**config.mk**
```make
export PLATFORM = sky130hd
export DESIGN_NAME = multicycle_controller_flat
export DESIGN_NICKNAME = d
export VERILOG_FILES = /design/src/rtl/multicycle_controller_if.sv /design/src/rtl/multicycle_controller.sv /design/src/flat_wrapper.sv
export SDC_FILE = /design/constraint.sdc
export NUM_CORES = 1
export LEC_CHECK = 0
export CAP_MARGIN = 20
export CELL_PAD_IN_SITES_DETAIL_PLACEMENT = 1
export CELL_PAD_IN_SITES_GLOBAL_PLACEMENT = 1
export CORE_ASPECT_RATIO = 1.4
export CORE_MARGIN = 5
export CORE_UTILIZATION = 35
export DETAILED_ROUTE_END_ITERATION = 12
export GPL_ROUTABILITY_DRIVEN = 0
export PLACE_DENSITY = 0.88
export SYNTH_ARGS = -nofsm -noshare
export SYNTH_HDL_FRONTEND = slang
export SYNTH_SLANG_ARGS = --single-unit
```
**constraint.sdc**
```tcl
create_clock -name clk -period 4.08 [get_ports clk]
set_input_delay 0.816 -clock clk [delete_from_list [all_inputs] [get_ports clk]]
set_output_delay 0.816 -clock clk [all_outputs]
set_load 0.005 [all_outputs]
```
**src/rtl/multicycle_controller_if.sv**
```systemverilog
// Control bus between the multi-cycle MIPS controller and its datapath.
// The controller drives the master side; the datapath (or a bench) drives the slave side.
interface multicycle_controller_if #(
    parameter int CNT_W = 32
);
    logic [5:0]       opcode;
    logic             mem_ready;
    logic             pc_write;
    logic             branch_eq;
    logic             branch_ne;
    logic             i_or_d;
    logic             mem_read;
    logic             mem_write;
    logic             ir_write;
    logic             mem_to_reg;
    logic             reg_dst;
    logic             reg_write;
    logic             alu_src_a;
    logic [1:0]       alu_src_b;
    logic [3:0]       alu_op;
    logic [1:0]       pc_source;
    logic             illegal_op;
    logic [3:0]       state;
    logic [CNT_W-1:0] retired;

    modport master (
        input  opcode, mem_ready,
        output pc_write, branch_eq, branch_ne, i_or_d, mem_read, mem_write,
               ir_write, mem_to_reg, reg_dst, reg_write, alu_src_a, alu_src_b,
               alu_op, pc_source, illegal_op, state, retired
    );

    modport slave (
        output opcode, mem_ready,
        input  pc_write, branch_eq, branch_ne, i_or_d, mem_read, mem_write,
               ir_write, mem_to_reg, reg_dst, reg_write, alu_src_a, alu_src_b,
               alu_op, pc_source, illegal_op, state, retired
    );
endinterface

```
**src/rtl/multicycle_controller.sv**
```systemverilog
// Moore-style sequencer for a multi-cycle MIPS datapath with one shared memory.
// Control outputs are decoded from the registered state; only the fetch
// handshake (ir_write/pc_write), the decode-time illegal flag and the branch
// flavour look at the current inputs, because they must act in that same cycle.
// A retired-instruction counter tracks completed instructions for debug.
module multicycle_controller #(
    parameter logic [3:0] ALU_ADD   = 4'b0010,
    parameter logic [3:0] ALU_SUB   = 4'b0110,
    parameter logic [3:0] ALU_FUNCT = 4'b1111,
    parameter int         CNT_W     = 32
) (
    input  logic                     clk,
    input  logic                     reset,
    multicycle_controller_if.master  bus
);

    localparam logic [5:0] OP_R    = 6'h00;
    localparam logic [5:0] OP_LW   = 6'h23;
    localparam logic [5:0] OP_SW   = 6'h2B;
    localparam logic [5:0] OP_BEQ  = 6'h04;
    localparam logic [5:0] OP_BNE  = 6'h05;
    localparam logic [5:0] OP_ADDI = 6'h08;
    localparam logic [5:0] OP_J    = 6'h02;

    typedef enum logic [3:0] {
        S_FETCH  = 4'd0,
        S_DECODE = 4'd1,
        S_MEMADR = 4'd2,
        S_MEMRD  = 4'd3,
        S_MEMWB  = 4'd4,
        S_MEMWR  = 4'd5,
        S_EXEC   = 4'd6,
        S_ALUWB  = 4'd7,
        S_BRANCH = 4'd8,
        S_ADDIEX = 4'd9,
        S_ADDIWB = 4'd10,
        S_JUMP   = 4'd11
    } state_t;

    state_t           state_r;
    state_t           next_s;
    logic             retire_s;
    logic [CNT_W-1:0] retired_r;

    // True for every opcode this controller knows how to sequence.
    function automatic logic is_legal(input logic [5:0] op);
        logic ok;
        case (op)
            OP_R, OP_LW, OP_SW, OP_BEQ, OP_BNE, OP_ADDI, OP_J: ok = 1'b1;
            default:                                           ok = 1'b0;
        endcase
        return ok;
    endfunction

    // State register: synchronous reset always returns to instruction fetch.
    always_ff @(posedge clk) begin
        if (reset) begin
            state_r <= S_FETCH;
        end else begin
            state_r <= next_s;
        end
    end

    // Retired-instruction counter: wraps freely, cleared by reset.
    always_ff @(posedge clk) begin
        if (reset) begin
            retired_r <= {CNT_W{1'b0}};
        end else if (retire_s) begin
            retired_r <= retired_r + CNT_W'(1);
        end else begin
            retired_r <= retired_r;
        end
    end

    // Next-state logic; retire_s flags the final cycle of a completed instruction.
    always_comb begin
        next_s   = S_FETCH;
        retire_s = 1'b0;
        case (state_r)
            S_FETCH: begin
                if (bus.mem_ready) begin
                    next_s = S_DECODE;
                end else begin
                    next_s = S_FETCH;
                end
            end
            S_DECODE: begin
                case (bus.opcode)
                    OP_LW, OP_SW:   next_s = S_MEMADR;
                    OP_R:           next_s = S_EXEC;
                    OP_BEQ, OP_BNE: next_s = S_BRANCH;
                    OP_ADDI:        next_s = S_ADDIEX;
                    OP_J:           next_s = S_JUMP;
                    default:        next_s = S_FETCH;
                endcase
            end
            S_MEMADR: begin
                // The instruction register is stable, so re-reading the opcode is safe.
                case (bus.opcode)
                    OP_LW:   next_s = S_MEMRD;
                    OP_SW:   next_s = S_MEMWR;
                    default: next_s = S_FETCH;
                endcase
            end
            S_MEMRD: begin
                if (bus.mem_ready) begin
                    next_s = S_MEMWB;
                end else begin
                    next_s = S_MEMRD;
                end
            end
            S_MEMWB: begin
                next_s   = S_FETCH;
                retire_s = 1'b1;
            end
            S_MEMWR: begin
                if (bus.mem_ready) begin
                    next_s   = S_FETCH;
                    retire_s = 1'b1;
                end else begin
                    next_s   = S_MEMWR;
                    retire_s = 1'b0;
                end
            end
            S_EXEC:   next_s = S_ALUWB;
            S_ALUWB: begin
                next_s   = S_FETCH;
                retire_s = 1'b1;
            end
            S_BRANCH: begin
                next_s   = S_FETCH;
                retire_s = 1'b1;
            end
            S_ADDIEX: next_s = S_ADDIWB;
            S_ADDIWB: begin
                next_s   = S_FETCH;
                retire_s = 1'b1;
            end
            S_JUMP: begin
                next_s   = S_FETCH;
                retire_s = 1'b1;
            end
            default: begin
                next_s   = S_FETCH;
                retire_s = 1'b0;
            end
        endcase
    end

    // Output decode: every control defaults low and is raised only where needed.
    always_comb begin
        bus.pc_write   = 1'b0;
        bus.branch_eq  = 1'b0;
        bus.branch_ne  = 1'b0;
        bus.i_or_d     = 1'b0;
        bus.mem_read   = 1'b0;
        bus.mem_write  = 1'b0;
        bus.ir_write   = 1'b0;
        bus.mem_to_reg = 1'b0;
        bus.reg_dst    = 1'b0;
        bus.reg_write  = 1'b0;
        bus.alu_src_a  = 1'b0;
        bus.alu_src_b  = 2'd0;
        bus.alu_op     = 4'b0000;
        bus.pc_source  = 2'd0;
        bus.illegal_op = 1'b0;
        case (state_r)
            S_FETCH: begin
                bus.mem_read  = 1'b1;
                bus.alu_src_b = 2'd1;
                bus.alu_op    = ALU_ADD;
                // IR and PC load together only when the instruction word arrives.
                if (bus.mem_ready) begin
                    bus.ir_write = 1'b1;
                    bus.pc_write = 1'b1;
                end else begin
                    bus.ir_write = 1'b0;
                    bus.pc_write = 1'b0;
                end
            end
            S_DECODE: begin
                bus.alu_src_b = 2'd3;
                bus.alu_op    = ALU_ADD;
                if (is_legal(bus.opcode)) begin
                    bus.illegal_op = 1'b0;
                end else begin
                    bus.illegal_op = 1'b1;
                end
            end
            S_MEMADR, S_ADDIEX: begin
                bus.alu_src_a = 1'b1;
                bus.alu_src_b = 2'd2;
                bus.alu_op    = ALU_ADD;
            end
            S_MEMRD: begin
                bus.mem_read = 1'b1;
                bus.i_or_d   = 1'b1;
            end
            S_MEMWB: begin
                bus.reg_write  = 1'b1;
                bus.mem_to_reg = 1'b1;
            end
            S_MEMWR: begin
                bus.mem_write = 1'b1;
                bus.i_or_d    = 1'b1;
            end
            S_EXEC: begin
                bus.alu_src_a = 1'b1;
                bus.alu_op    = ALU_FUNCT;
            end
            S_ALUWB: begin
                bus.reg_write = 1'b1;
                bus.reg_dst   = 1'b1;
            end
            S_BRANCH: begin
                bus.alu_src_a = 1'b1;
                bus.alu_op    = ALU_SUB;
                bus.pc_source = 2'd1;
                bus.branch_eq = (bus.opcode == OP_BEQ);
                bus.branch_ne = (bus.opcode == OP_BNE);
            end
            S_ADDIWB: begin
                bus.reg_write = 1'b1;
            end
            S_JUMP: begin
                bus.pc_write  = 1'b1;
                bus.pc_source = 2'd2;
            end
            default: begin
                bus.mem_read = 1'b0;
            end
        endcase
    end

    assign bus.state   = state_r;
    assign bus.retired = retired_r;

endmodule

```
**src/flat_wrapper.sv**
```systemverilog
// flat-port wrapper written by rule: the top's interface ports become plain ports
module multicycle_controller_flat 
#(
    parameter logic [3:0] ALU_ADD   = 4'b0010,
    parameter logic [3:0] ALU_SUB   = 4'b0110,
    parameter logic [3:0] ALU_FUNCT = 4'b1111,
    parameter int         CNT_W     = 32
)
  (clk, reset, bus_opcode, bus_mem_ready, bus_pc_write, bus_branch_eq, bus_branch_ne, bus_i_or_d, bus_mem_read, bus_mem_write, bus_ir_write, bus_mem_to_reg, bus_reg_dst, bus_reg_write, bus_alu_src_a, bus_alu_src_b, bus_alu_op, bus_pc_source, bus_illegal_op, bus_state, bus_retired);
  multicycle_controller_if #(.CNT_W(CNT_W)) bus_i ();
  input  logic clk;
  input  logic reset;
  input wire logic [$bits(bus_i.opcode)-1:0] bus_opcode;
  input wire logic [$bits(bus_i.mem_ready)-1:0] bus_mem_ready;
  output wire logic [$bits(bus_i.pc_write)-1:0] bus_pc_write;
  output wire logic [$bits(bus_i.branch_eq)-1:0] bus_branch_eq;
  output wire logic [$bits(bus_i.branch_ne)-1:0] bus_branch_ne;
  output wire logic [$bits(bus_i.i_or_d)-1:0] bus_i_or_d;
  output wire logic [$bits(bus_i.mem_read)-1:0] bus_mem_read;
  output wire logic [$bits(bus_i.mem_write)-1:0] bus_mem_write;
  output wire logic [$bits(bus_i.ir_write)-1:0] bus_ir_write;
  output wire logic [$bits(bus_i.mem_to_reg)-1:0] bus_mem_to_reg;
  output wire logic [$bits(bus_i.reg_dst)-1:0] bus_reg_dst;
  output wire logic [$bits(bus_i.reg_write)-1:0] bus_reg_write;
  output wire logic [$bits(bus_i.alu_src_a)-1:0] bus_alu_src_a;
  output wire logic [$bits(bus_i.alu_src_b)-1:0] bus_alu_src_b;
  output wire logic [$bits(bus_i.alu_op)-1:0] bus_alu_op;
  output wire logic [$bits(bus_i.pc_source)-1:0] bus_pc_source;
  output wire logic [$bits(bus_i.illegal_op)-1:0] bus_illegal_op;
  output wire logic [$bits(bus_i.state)-1:0] bus_state;
  output wire logic [$bits(bus_i.retired)-1:0] bus_retired;
  assign bus_i.opcode = bus_opcode;
  assign bus_i.mem_ready = bus_mem_ready;
  assign bus_pc_write = bus_i.pc_write;
  assign bus_branch_eq = bus_i.branch_eq;
  assign bus_branch_ne = bus_i.branch_ne;
  assign bus_i_or_d = bus_i.i_or_d;
  assign bus_mem_read = bus_i.mem_read;
  assign bus_mem_write = bus_i.mem_write;
  assign bus_ir_write = bus_i.ir_write;
  assign bus_mem_to_reg = bus_i.mem_to_reg;
  assign bus_reg_dst = bus_i.reg_dst;
  assign bus_reg_write = bus_i.reg_write;
  assign bus_alu_src_a = bus_i.alu_src_a;
  assign bus_alu_src_b = bus_i.alu_src_b;
  assign bus_alu_op = bus_i.alu_op;
  assign bus_pc_source = bus_i.pc_source;
  assign bus_illegal_op = bus_i.illegal_op;
  assign bus_state = bus_i.state;
  assign bus_retired = bus_i.retired;
  multicycle_controller #(.ALU_ADD(ALU_ADD), .ALU_SUB(ALU_SUB), .ALU_FUNCT(ALU_FUNCT), .CNT_W(CNT_W)) u_core (.clk(clk), .reset(reset), .bus(bus_i));
endmodule
```
==> results of run 1 <==
-- synthesized netlist by cell type, drive strengths merged --
| cell type | n |
|---|---|
| nand4b | 1 |
| and4 | 1 |
| xor2 | 14 |
| a21o | 1 |
| nor2 | 30 |
| nand2b | 4 |
| and3 | 5 |
| and2 | 4 |
| o41ai | 1 |
| inv | 7 |
| o21a | 1 |
| clkbuf | 7 |
| ha | 1 |
| a211oi | 1 |
| nor3 | 9 |
| nand2 | 24 |
| nor4 | 7 |
| nand4 | 15 |
| a31oi | 3 |
| buf | 6 |
| xnor2 | 5 |
| o21bai | 1 |
| a21oi | 21 |
| or3 | 11 |
| o21ai | 17 |
| o31ai | 3 |
| or4 | 3 |
| o22ai | 1 |
| dfxtp | 36 |
| o21ba | 1 |
| nand3 | 19 |
| or2 | 2 |
| nor2b | 4 |
-- stage by stage --
| stage | power (mW) | utilization [%] | hold slack (ps) | cell area, um^2 | setup WS, ps |
|---|---|---|---|---|---|
| 3_5_place_dp | 0.409 | 47.4 | 499 | 2740 | 738 |
| 2_1_floorplan | 0.383 | - | 474 | 2050 | 1710 |
| 6_report | 0.664 | 49.0 | 504 | 2830 | 752 |
| 3_3_place_gp | 0.408 | 47.4 | 469 | 2740 | 773 |
| 5_1_grt | 0.696 | 49.0 | 550 | 2830 | 574 |
| 4_1_cts | 0.676 | 49.0 | 511 | 2830 | 735 |
-- metal layers --
layer / track usage (%) / up-vias / wire length (um)
met5: 0 / - / 0
met4: 5.89 / 0 / 123
met3: 3.29 / 11 / 395
met2: 30.9 / 63 / 3310
met1: 18.7 / 1044 / 2390
li1: - / 1067 / -
-- worst register-to-register path, cell delays in order, from the launching register on --
cell and delay (ps):
dfxtp_1 640, nand2b_1 220, o21ai_2 540, nand3_1 490
or4_1 600, a21oi_1 140
-- area by class of cell --
type	count	area share, %
clock buffers	6	2.91
clock inverters	2	0.353
inverters	7	0.927
multi-input cells	210	44.2
flip-flops and latches	36	25.4
well taps	70	3.09
repair buffers	66	23.1
-- state kept, by name (all words and copies together) (netlist names) --
name                count
u_core.bus.retired     32
u_core.bus.state        4
-- logic make-up after synthesis --
kind of cell               share of synthesized area (%)
AOI/OAI and AO/OA                                   14.7
xor gates and xnor gates                            8.10
adders and majority gates                          0.609
buffers and inverters                               4.02
DFF                                                 35.1
and+or+nand+nor                                     37.5
-- power by group through the flow --
stage | Combinational [mW] | Clock (mW) | Sequential, mW
after floorplan | 0.0223 | 0 | 0.361
after global placement | 0.0453 | 0 | 0.363
after detailed placement | 0.0460 | 0 | 0.363
after CTS | 0.0462 | 0.275 | 0.355
after global routing | 0.0500 | 0.291 | 0.355
final | 0.0458 | 0.263 | 0.355
-- worst max-delay path by stage --
stage,slack (ps),cells past startpoint,end
final,750,6,bus_branch_eq
after global routing,570,6,bus_branch_eq
after CTS,740,6,bus_branch_eq
after detailed placement,740,6,bus_branch_eq
after global placement,770,6,bus_branch_eq
after floorplan,1710,5,bus_branch_eq
==> results_dict.tcl, run 1 <==
set metrics [dict create \
    synth_area_leaders "dfxtp_1 35%, xor2_1 6.0%, nor2_1 5.5%" \
    syn_area_mm2 0.00205 \
    arrival_ps 2510 \
    crit-reg2reg-launch "u_core.bus.state[2]$_SDFF_PP0_" \
    timing.final.crit_share_pct 81.6 \
    critPathTopFamily "buffers and inverters" \
    synthToLayoutAreaGrowth_pct 37.9 \
    ys_seq_area_share_pct 35.1 \
    tritoncts "yes" \
    rr_endpoint "u_core.bus.retired[19]$_SDFFE_PP0P_" \
    hold_start "u_core.bus.retired[31]$_SDFFE_PP0P_" \
    max_stage_delay_ps 540 \
    grt_pass1_vias 2130 \
    post_drt_via_cell_ratio 5.50 \
    yosysTopAreaCell "dfxtp_1" \
    start_util_pct 35.5 \
    internal_power_mw 0.509 \
    status "finished clean" \
    finalWirelength_mm 6.22 \
    p_sw_mw 0.155 \
    clk_pin_slew_ps 80 \
    place_inst 389 \
    hp-class "flop to flop" \
    clockBufferDepth 2 \
    root_buffer "clkbuf_8" \
    hold_depth 2 \
    numCtsBuffers 5 \
    crit_type "input port to primary output" \
    syn_inst 266 \
    leakage_nw 0.955 \
    nets 336 \
    worst_pin_slew_ps 730 \
    synth_top_area_share_pct 35.1 \
    core-area_mm2 0.00578 \
    finalClockSkew_ps 6.17 \
    cp-end-kind "primary output" \
    place_hpwl_mm 4.84 \
    seqPwrFrac_pct 53.4 \
    postCtsSetupBuffers 0 \
    maxCapViolCount 0 \
    grt_max_degree 21 \
    grt_pass1_wl_mm 9.98 \
    fin_crit_ps 3330 \
    syn-num-nets 276 \
    power_frac_clock_pct 39.7 \
    layout_commonest_cell "clkdlybuf4s50_1" \
    ios 65 \
    power_density_mw_per_mm2 234 \
    htreeDepth 2 \
    power_frac_comb_pct 6.9 \
    routed-via-count 2185 \
    hold_end "u_core.bus.retired[31]$_SDFFE_PP0P_" \
    antenna_cells 0 \
    first_iter_violations 94 \
    cpMaxStageDelayCell "clkdlybuf4s50_1" \
    critical_path_buf_inv_count 2 \
    hold_viol_final 0 \
    multi_input_area_mm2 0.00125 \
    irDropWorstVdd_v 0.000133 \
    layout.cells.non_filler 397 \
    reg2reg_slack_ps 1390 \
    holdBufCountCts 0 \
    die_area_mm2 0.00752 \
    r2r_cells 5 \
    drv_slew 0 \
    clock-sinks 36 \
    detail-route-antenna-nets 0 \
    startpoint "bus_opcode[3]" \
    cts_resized 0 \
    relSlewSlack_pct 51.2 \
    die_w_um 74.8 \
    final.setup.tns_ps 0 \
    final_cell_mix "64 x clkdlybuf4s50_1, 36 x dfxtp_1, 30 x nor2_1, 24 x nand2_1, 20 x a21oi_1" \
    track_usage_pct 16.8 \
    grt_setup_unrepaired "false" \
    row_count 33 \
    fmax_mhz 300 \
    n_fill_cell 737 \
    drive_above_1_share_pct 7.03 \
    setup-violations-final 0 \
    drc_errors 0 \
    regArea_um2 721 \
    yosysWarnings 0 \
    clock_latency_ps 290 \
    overflow 0 \
    yosys_register_bits 36 \
    wl_per_cell_um 15.7 \
    avgSynthCellArea_um2 7.72 \
    synth_cell_types 44 \
    cpMostUsedCell "clkdlybuf4s50_1" \
    crit_required_ps 3260 \
    antenna_found_initial 0 \
    first_pass_iters 4 \
    die_h_um 101 \
    crit_chain "clkdlybuf4s50_1 > nor4_1 > and2_1 > nand2_1 > nor2_1 > clkdlybuf4s50_1" \
    worstPathMaxFanout 7 \
    cp-start-kind "input port" \
    portBuffers 64 \
    swShare_pct 23.3 \
]
Note: power is estimated with default switching activity, not from simulation.
==> run 2, diff against run 1 <==
--- a/config.mk
+++ b/config.mk
@@ -10,10 +10,10 @@
 export CELL_PAD_IN_SITES_GLOBAL_PLACEMENT = 1
 export CORE_ASPECT_RATIO = 1.4
 export CORE_MARGIN = 5
-export CORE_UTILIZATION = 35
+export CORE_UTILIZATION = 30
 export DETAILED_ROUTE_END_ITERATION = 12
 export GPL_ROUTABILITY_DRIVEN = 0
-export PLACE_DENSITY = 0.88
+export PLACE_DENSITY = 0.81
 export SYNTH_ARGS = -nofsm -noshare
 export SYNTH_HDL_FRONTEND = slang
 export SYNTH_SLANG_ARGS = --single-unit
==> constraint.sdc (replaced) <==
create_clock -name clk -period 3.05 [get_ports clk]
set_input_delay 0.61 -clock clk [delete_from_list [all_inputs] [get_ports clk]]
set_output_delay 0.61 -clock clk [all_outputs]
set_load 0.005 [all_outputs]
==> run 2 against run 1 <==
Final cell count up 7.6%; flip-flop and latch count unchanged; final area up 3.7%; worst setup slack got worse by 570 ps; sequential share of layout area fell by 0.91 points; critical path depth stayed put; routed wire length increased by 0.27%; sequential power grew 34%; critical endpoint unchanged.
==> results_dict.tcl, run 2 (same netlist as run 1, synthesis figures left out) <==
set metrics [dict create \
    drc_errors 0 \
    antenna_found_initial 0 \
    routed-via-count 2159 \
    max_stage_delay_ps 500 \
    r2r_cells 6 \
    cp-end-kind "primary output" \
    crit_chain "clkdlybuf4s50_1 > nor4_1 > and2_4 > nand2_1 > nor2_1 > clkdlybuf4s50_1" \
    die_h_um 108 \
    die_area_mm2 0.00863 \
    hold_start "u_core.bus.retired[31]$_SDFFE_PP0P_" \
    rr_endpoint "u_core.bus.retired[29]$_SDFFE_PP0P_" \
    antenna_cells 0 \
    final_cell_mix "64 x clkdlybuf4s50_1, 36 x dfxtp_1, 30 x nor2_1, 24 x nand2_1, 20 x a21oi_1" \
    place_inst 419 \
    overflow 0 \
    utilization_pct 44.4 \
    irDropWorstVdd_v 0.000187 \
    ios 65 \
    finalClockSkew_ps 14.1 \
    die_w_um 79.9 \
    postCtsSetupBuffers 0 \
    hold_end "u_core.bus.retired[31]$_SDFFE_PP0P_" \
    clock-sinks 36 \
    arrival_ps 2260 \
    worstPathMaxFanout 5 \
    track_usage_pct 15.1 \
    wl_per_cell_um 14.6 \
    grt_pass1_vias 2271 \
    core-area_mm2 0.00661 \
    fmax_mhz 348 \
    cpMaxStageDelayCell "clkdlybuf4s50_1" \
    root_buffer "clkbuf_8" \
    crit_type "input port to primary output" \
    grt_max_degree 17 \
    start_util_pct 31.1 \
    clk_pin_slew_ps 80 \
    nets 344 \
    post_drt_via_cell_ratio 5.06 \
    clockBufferDepth 2 \
    cp-start-kind "input port" \
    power_density_mw_per_mm2 327 \
    fin_crit_ps 2870 \
    timing.final.crit_share_pct 94.1 \
    hold_viol_final 0 \
    htreeDepth 2 \
    dp_worst_setup_slack_ps 140 \
    portBuffers 64 \
    cpMostUsedCell "clkdlybuf4s50_1" \
    grt_setup_unrepaired "false" \
    largest_reg_flops 32 \
    tritoncts "yes" \
    synthToLayoutAreaGrowth_pct 43.1 \
    drive_above_1_share_pct 9.25 \
    first_iter_violations 68 \
    worst_pin_slew_ps 525 \
    hold_depth 2 \
    setup-violations-final 0 \
    clock_latency_ps 300 \
    row_count 35 \
    place_hpwl_mm 4.81 \
    numCtsBuffers 5 \
    final.setup.tns_ps 0 \
    status "finished clean" \
    fin_ws_ps 180 \
    leakage_nw 1.00 \
    layout_commonest_cell "clkdlybuf4s50_1" \
    crit_required_ps 2440 \
    drv_slew 0 \
    relSlewSlack_pct 64.7 \
    first_pass_iters 4 \
    grt_pass1_wl_mm 10.6 \
    hp-class "flop to flop" \
    crit-reg2reg-launch "u_core.bus.state[2]$_SDFF_PP0_" \
    total_power_mw 0.960 \
    finalWirelength_mm 6.24 \
    detail-route-antenna-nets 0 \
    reg2reg_slack_ps 720 \
    layout.cells.non_filler 427 \
    maxCapViolCount 0 \
]
==> run 2: area by class of cell <==
type                    count  area [um^2]
clock inverters             2         35.0
inverters                   7         26.3
multi-input cells         210         1250
clock buffers               6         72.6
flip-flops and latches     36          721
repair buffers             74          716
fillers                   802         3670
well taps                  92          115
==> run 2: per-layer routing <==
layer / global-route usage, % / vias up / wire [um]
met3: 2.76 / 8 / 246
met5: 0 / - / 0
li1: - / 1087 / -
met4: 5.56 / 0 / 113
met2: 27.8 / 44 / 3230
met1: 16.8 / 1020 / 2650
==> run 2: power by group <==
group	internal, mW	switching, mW	total [mW]
Clock	0.243	0.178	0.420
Combinational	0.0323	0.0332	0.0654
Sequential	0.471	0.00287	0.474
==> run 2: worst max path at each step <==
stage	startpoint	endpoint	slack, ps	depth (start not counted)
2_1_floorplan	bus_opcode[3]	bus_branch_eq	1090	5
3_3_place_gp	bus_opcode[1]	bus_branch_eq	190	6
3_5_place_dp	bus_opcode[1]	bus_branch_eq	140	6
4_1_cts	bus_opcode[1]	bus_branch_eq	140	6
5_1_grt	bus_opcode[1]	bus_branch_eq	20	6
6_report	bus_opcode[1]	bus_branch_eq	180	6
==> run 2: worst max-delay path, delay by kind of cell <==
family        cells  cell delay, ps
simple gates      4             650
buf+inv           2            1000
==> run 2: repair_timing <==
| action | CTS | global route |
|---|---|---|
| hold buffers | 0 | 0 |
| setup endpoints to repair | 0 | 1 |
| gates resized for setup | 0 | 1 |
| endpoints found under the hold margin | 0 | 0 |
==> run 2: per-stage QoR <==
stage	hold slack, ps	area (um^2)
finish	499	2940
global route	526	2940
CTS	502	2940
detailed placement	492	2830
global placement	475	2830
floorplan	474	2050
==> run 3, diff against run 2 <==
--- a/config.mk
+++ b/config.mk
@@ -5,6 +5,7 @@
 export SDC_FILE = /design/constraint.sdc
 export NUM_CORES = 1
 export LEC_CHECK = 0
+export ABC_CLOCK_PERIOD_IN_PS = 3050
 export CAP_MARGIN = 20
 export CELL_PAD_IN_SITES_DETAIL_PLACEMENT = 1
 export CELL_PAD_IN_SITES_GLOBAL_PLACEMENT = 1
==> results of run 3 <==
No change in the layout: final DEF, timing and power equal those of run 2.
